## src/rtl/instruction_fetch_pkg.sv

```systemverilog
// Shared types and constants for the instruction fetch front-end.
package instruction_fetch_pkg;

    localparam int unsigned XLEN         = 32;
    localparam logic [31:0] RESET_VECTOR = 32'h0000_0100;
    localparam logic [31:0] INSN_BYTES   = 32'd4;

    typedef struct packed {
        logic [31:0] instruction;
        logic [31:0] address;
    } fetch_entry_t;

    localparam int unsigned ENTRY_W = $bits(fetch_entry_t);

    // Instruction addresses are word aligned: the two low-order bits are forced to zero.
    function automatic logic [31:0] word_align(input logic [31:0] addr);
        return addr & ~32'd3;
    endfunction

endpackage

```

## src/rtl/instruction_fetch_fifo.sv

```systemverilog
// Synchronous instruction buffer: registered storage, combinational head read, flush clears it.
module instruction_fetch_fifo #(
    parameter int unsigned WIDTH = 64,
    parameter int unsigned DEPTH = 4
) (
    input  logic                     clk,
    input  logic                     rst,
    input  logic                     flush_i,
    input  logic                     push_i,
    input  logic [WIDTH-1:0]         push_data_i,
    input  logic                     pop_i,
    output logic [WIDTH-1:0]         head_c_o,
    output logic                     full_o,
    output logic                     empty_o,
    output logic [$clog2(DEPTH):0]   count_o
);

    localparam int unsigned AW = $clog2(DEPTH);
    localparam int unsigned CW = AW + 1;

    logic [WIDTH-1:0] mem_q [DEPTH];
    logic [AW-1:0]    wr_ptr_q, wr_ptr_d;
    logic [AW-1:0]    rd_ptr_q, rd_ptr_d;
    logic [CW-1:0]    count_q,  count_d;
    logic             full_q,   full_d;
    logic             empty_q,  empty_d;
    logic             do_push;
    logic             do_pop;
    logic             wr_en;

    // A pop frees the slot a same-cycle push may need, so push into a full buffer is legal with pop.
    assign do_pop  = pop_i && !empty_q;
    assign do_push = push_i && (!full_q || do_pop);
    assign wr_en   = do_push && !flush_i;

    always_comb begin
        wr_ptr_d = wr_ptr_q;
        rd_ptr_d = rd_ptr_q;
        count_d  = count_q;
        if (flush_i) begin
            wr_ptr_d = '0;
            rd_ptr_d = '0;
            count_d  = '0;
        end else begin
            if (do_push) begin
                wr_ptr_d = wr_ptr_q + AW'(1);
            end
            if (do_pop) begin
                rd_ptr_d = rd_ptr_q + AW'(1);
            end
            count_d = count_q + CW'(do_push) - CW'(do_pop);
        end
        full_d  = (count_d == CW'(DEPTH));
        empty_d = (count_d == '0);
    end

    always_ff @(posedge clk) begin
        if (!rst) begin
            wr_ptr_q <= '0;
            rd_ptr_q <= '0;
            count_q  <= '0;
            full_q   <= 1'b0;
            empty_q  <= 1'b1;
        end else begin
            wr_ptr_q <= wr_ptr_d;
            rd_ptr_q <= rd_ptr_d;
            count_q  <= count_d;
            full_q   <= full_d;
            empty_q  <= empty_d;
        end
    end

    // Storage is cleared on reset so the head reads as zero until the first push.
    always_ff @(posedge clk) begin
        if (!rst) begin
            for (int i = 0; i < int'(DEPTH); i++) begin
                mem_q[i] <= '0;
            end
        end else if (wr_en) begin
            mem_q[wr_ptr_q] <= push_data_i;
        end
    end

    assign head_c_o = mem_q[rd_ptr_q];
    assign full_o   = full_q;
    assign empty_o  = empty_q;
    assign count_o  = count_q;

endmodule

```

## src/rtl/instruction_fetch.sv

```systemverilog
// Fetch stage: owns the PC, issues sequential word reads under a credit limit and
// buffers in-order responses for the core; a redirect flushes and drops stale responses.
module instruction_fetch
    import instruction_fetch_pkg::*;
#(
    parameter logic [31:0] RESET_ADDRESS = RESET_VECTOR,
    parameter int unsigned FIFO_DEPTH    = 4
) (
    input  logic            clk,
    input  logic            rst,
    input  logic            redirect_valid,
    input  logic [XLEN-1:0] redirect_address,
    output logic            mem_req_valid,
    input  logic            mem_req_ready,
    output logic [XLEN-1:0] mem_req_address,
    input  logic            mem_resp_valid,
    input  logic [XLEN-1:0] mem_resp_data,
    output logic            instruction_valid,
    input  logic            instruction_ready,
    output logic [XLEN-1:0] instruction,
    output logic [XLEN-1:0] instruction_address
);

    localparam int unsigned CW       = $clog2(FIFO_DEPTH) + 1;
    localparam int unsigned SW       = CW + 1;
    localparam logic [31:0] RESET_PC = word_align(RESET_ADDRESS);

    logic [31:0]   pc_q,          pc_d;
    logic [31:0]   resp_pc_q,     resp_pc_d;
    logic [CW-1:0] outstanding_q, outstanding_d;
    logic [CW-1:0] discard_q,     discard_d;

    logic          credit_ok;
    logic          req_fire;
    logic          resp_drop;
    logic          fifo_push;
    logic          fifo_pop;
    logic          fifo_full;
    logic          fifo_empty;
    logic [CW-1:0] fifo_count;
    fetch_entry_t  push_entry;
    fetch_entry_t  fifo_head;

    // Every issued request already owns a buffer slot, so responses can never be refused.
    assign credit_ok       = (SW'(outstanding_q) + SW'(fifo_count)) < SW'(FIFO_DEPTH);
    assign mem_req_valid   = rst && credit_ok && !redirect_valid;
    assign mem_req_address = pc_q;
    assign req_fire        = mem_req_valid && mem_req_ready;

    assign resp_drop = mem_resp_valid && (discard_q != '0);
    assign fifo_push = mem_resp_valid && !resp_drop && !redirect_valid;

    assign push_entry.instruction = mem_resp_data;
    assign push_entry.address     = resp_pc_q;

    assign instruction_valid   = !fifo_empty;
    assign fifo_pop            = instruction_valid && instruction_ready;
    assign instruction         = fifo_head.instruction;
    assign instruction_address = fifo_head.address;

    // Redirect wins over everything; responses still due (including one arriving now) become discards.
    always_comb begin
        pc_d          = pc_q;
        resp_pc_d     = resp_pc_q;
        outstanding_d = outstanding_q;
        discard_d     = discard_q;
        if (redirect_valid) begin
            pc_d          = word_align(redirect_address);
            resp_pc_d     = word_align(redirect_address);
            outstanding_d = outstanding_q - CW'(mem_resp_valid);
            discard_d     = outstanding_q - CW'(mem_resp_valid);
        end else begin
            if (req_fire) begin
                pc_d = pc_q + INSN_BYTES;
            end
            if (fifo_push) begin
                resp_pc_d = resp_pc_q + INSN_BYTES;
            end
            outstanding_d = outstanding_q + CW'(req_fire) - CW'(mem_resp_valid);
            if (resp_drop) begin
                discard_d = discard_q - CW'(1);
            end
        end
    end

    always_ff @(posedge clk) begin
        if (!rst) begin
            pc_q          <= RESET_PC;
            resp_pc_q     <= RESET_PC;
            outstanding_q <= '0;
            discard_q     <= '0;
        end else begin
            pc_q          <= pc_d;
            resp_pc_q     <= resp_pc_d;
            outstanding_q <= outstanding_d;
            discard_q     <= discard_d;
        end
    end

    instruction_fetch_fifo #(
        .WIDTH (ENTRY_W),
        .DEPTH (FIFO_DEPTH)
    ) u_fifo (
        .clk         (clk),
        .rst         (rst),
        .flush_i     (redirect_valid),
        .push_i      (fifo_push),
        .push_data_i (push_entry),
        .pop_i       (fifo_pop),
        .head_c_o    (fifo_head),
        .full_o      (fifo_full),
        .empty_o     (fifo_empty),
        .count_o     (fifo_count)
    );

`ifndef SYNTHESIS
    a_no_overflow: assert property (@(posedge clk) disable iff (!rst)
        (fifo_push && fifo_full) |-> fifo_pop);
    a_resp_expected: assert property (@(posedge clk) disable iff (!rst)
        mem_resp_valid |-> (outstanding_q != '0));
    a_discard_bound: assert property (@(posedge clk) disable iff (!rst)
        discard_q <= outstanding_q);
`endif

endmodule

```

## config.mk

```make
export PLATFORM = sky130hd
export DESIGN_NAME = instruction_fetch
export DESIGN_NICKNAME = d
export VERILOG_FILES = /design/src/rtl/instruction_fetch_pkg.sv /design/src/rtl/instruction_fetch_fifo.sv /design/src/rtl/instruction_fetch.sv
export SDC_FILE = /design/constraint.sdc
export NUM_CORES = 1
export LEC_CHECK = 0
export ABC_AREA = 1
export CORE_MARGIN = 1.5
export CORE_UTILIZATION = 25
export DETAILED_ROUTE_END_ITERATION = 6
export GPL_ROUTABILITY_DRIVEN = 0
export GPL_TIMING_DRIVEN = 0
export PLACE_DENSITY = 0.43
export SLEW_MARGIN = 30
export SYNTH_ARGS = -nofsm -noshare
export SYNTH_HDL_FRONTEND = slang
export SYNTH_HIERARCHICAL = 1
export SYNTH_SLANG_ARGS = --single-unit
```

## constraint.sdc

```tcl
create_clock -name clk -period 15.4 [get_ports clk]
set_input_delay 3.08 -clock clk [delete_from_list [all_inputs] [get_ports clk]]
set_output_delay 3.08 -clock clk [all_outputs]
set_load 0.01 [all_outputs]
```

==> metrics.txt, run 1 <==
Seq/Total Area, Yosys 55.8%; Max Slew Vio Count 0; post-DR vias/cell 4.66; clock sinks 333; Post-CTS Hold Buffers 0; maximum vdd drop 0.0534 mV; vias in the first global route 13586; drt pass-1 iters 5; largest family of logic cells by synthesized area simple AND/OR/NAND/NOR gates; Synth area leader edfxtp_1; I/O pins 168; Max Clock Skew 18.3 ps; Crit Path Max Fanout 9; Tmin final 8050 ps; Syn. warnings 6; Setup TNS 0 ps; Period Utilization, post-route 52.3%; status completed; Synth Area in Simple Gates 25.1%; Final Hold Fails 0; Horiz. Die Dim 260 um; CTS clk-pin slew, worst paths 60 ps; synth-to-layout area growth 26.1%; Slew HR 42.2%; Post-Route WL 56.2 mm; worst skew pair latency 560 ps; Setup violations, final 0; post-synthesis average cell area 9.05 um^2; post_cts resized 0; Worst Hold Class register to register; Compound-Gate Fraction of Synth Area 10.7%; Wirelength per Cell 19.1 um; beginning of the critical path rst; Mapped Area 16500 um^2; critical path endpoint category output pin; post-synthesis mux area share 0%; Initial Util 25.2%; max cap viols 0; post-route cell area 20900 um^2; number of synthesized flops with an enable pin 256; Yosys cell types 41; worst endpoint required time 12320 ps; Synth Area in XOR/XNOR 0.689%; Post-DP Area 19600 um^2; Post-Synth Adder-Cell Area 1.15%; Synth area leaders edfxtp_1 (46%), dfxtp_1 (9.3%), nor2_1 (8.6%); FILL cells 6897; RSZ-0062 raised after global routing false; vias 13722; Reg2Reg Launch Point discard_q[0]; dpl cells 2870; die area 67700 um^2; DRT iter0 DRCs 1017; initial antenna violation count 0; ys async rst share 0%; grt ovf 0; CTS root buffer clkbuf_16; #FFs+latches synth 333; clock buffer depth 3; diode count 0; DRC viols 0; row cnt 94; PwrDens 104 nW/um^2; CP startpoint kind primary input; hold path startpoint u_fifo/wr_ptr_q[0]; H-tree depth 2; post-CTS setup buffer count 0; fin nets 2133; Die Y-Extent 260 um; Tot GR Track Use 16.4%; final non-filler cell total 2945; post-DP HPWL 39.2 mm; Worst-Margin Slew 867 ps; CTS tree done; Crit Path Class primary input to output pin; Primary FF master, synth edfxtp_1; antenna viol nets, final 0; Mapped Cells 1828; flop2flop setup slack 11670 ps; top cell type's share of synthesized area 46.5%; largest net degree at the start of global routing 38; Num CTS Buffers 41; Lkg Pwr 7.54 nW; Core ar. 65600 um^2; share of layout cells above drive strength 1 10.4%; Max Fclk 124 MHz; Port Buf Inserts 163; worst path arrival time 4970 ps; first-pass GRT wire length 83.5 mm
==> state kept, by name (all words and copies together) (netlist names), 2 cells and up, named ones only <==
signal and flops:
outstanding_q 3, discard_q 3, u_fifo/mem_q 256, mem_req_address 30
resp_pc_q 30, u_fifo/wr_ptr_q 2, u_fifo/rd_ptr_q 2, u_fifo/count_o 3
==> final cells by class <==
cell class	instances	area (um^2)	share of cell area, %
inverter	146	553	2.65
timing repair buffer	175	1930	9.25
tap	864	1080	5.18
clock inverter	24	183	0.876
sequential	333	9230	44.2
clock buffer	51	1080	5.20
multi-input combinational	1247	6270	30.0
buffer	105	536	2.57
==> synthesized netlist by cell type, types with 9 or more instances <==
cell type,count
buf_6,13
xor2_1,10
clkbuf_1,61
buf_2,14
dfxtp_1,77
a21oi_1,56
nand4_1,9
a31oi_1,14
o21ai_0,173
nand2_1,286
inv_1,138
nand3_1,44
buf_1,10
nor3_2,79
o22ai_1,66
edfxtp_1,256
ha_1,12
nor2_1,381
nand3b_1,14
nor3_1,53
==> routing by layer <==
layer	vias to the layer above	track usage [%]	wire length, um
met4	0	3.89	896
met5	-	0	0
li1	6668	-	-
met1	6615	21.7	25000
met2	377	28.2	27500
met3	62	2.39	2840
==> where the power goes <==
| part | internal (mW) | switching, mW | total (mW) |
|---|---|---|---|
| sequential | 1.01 | 0.0283 | 1.04 |
| combinational | 0.0810 | 0.122 | 0.203 |
| clock | 0.534 | 0.391 | 0.925 |
| total | 1.62 | 0.541 | 2.16 |
==> cell families after synthesis <==
| group | count (synthesis) |
|---|---|
| flops | 333 |
| other cells | 1 |
| simple gates | 892 |
| fa+ha+maj | 14 |
| buf+inv | 251 |
| xor+xnor | 13 |
| compound gates | 324 |
==> path summary, 6_finish.rpt <==
| check | cells past startpoint | to |
|---|---|---|
| worst min register to register | 2 | u_fifo/wr_ptr_q[0] |
| worst max register to register | 10 | u_fifo/mem_q[2][31] |
| worst min-delay path | 2 | u_fifo/wr_ptr_q[0] |
| worst max-delay path | 6 | mem_req_valid |
==> layout by cell type, fill, tap and decap left out, drive strengths merged, types with 23 or more instances in the layout <==
| cell type | count |
|---|---|
| dfxtp | 77 |
| o21ai | 173 |
| clkdlybuf4s50 | 163 |
| inv | 145 |
| clkinv | 23 |
| edfxtp | 256 |
| a21oi | 58 |
| nand2 | 295 |
| o22ai | 66 |
| buf | 56 |
| clkbuf | 112 |
| nor2 | 392 |
| nor3 | 132 |
| nand3 | 46 |
==> critical path: stages <==
cell and delay (ps):
clkdlybuf4s50_1 940, inv_2 60, nor2_1 100, nand2_1 90, nor2_4 130, clkdlybuf4s50_1 560
==> per-stage QoR <==
stage	util [%]	power [mW]	hold slack [ps]	worst slack (ps)
final	31.8	2.16	469	7350
after detailed placement	29.9	1.26	465	7310
after global routing	31.8	2.25	496	7210
after global placement	29.3	1.25	460	717
after CTS	31.8	2.19	472	7310
after floorplan	-	1.15	444	6280
Power figures use the tool's default switching activity.
==> run 2: changes to the inputs <==
Clock period 15.4 ns to 7.9 ns, I/O delays scaled along.
==> results of run 2 <==
Same layout as run 1 (identical final DEF). Status: completed.
Main changes from that run: setup slack after placement 7310 ps -> 2510 ps; setup slack after layout 7350 ps -> 2850 ps; register-to-register setup slack 11670 ps -> 4170 ps; total power 2.16 mW -> 4.22 mW; worst IR drop on VDD 0.0534 mV -> 0.104 mV
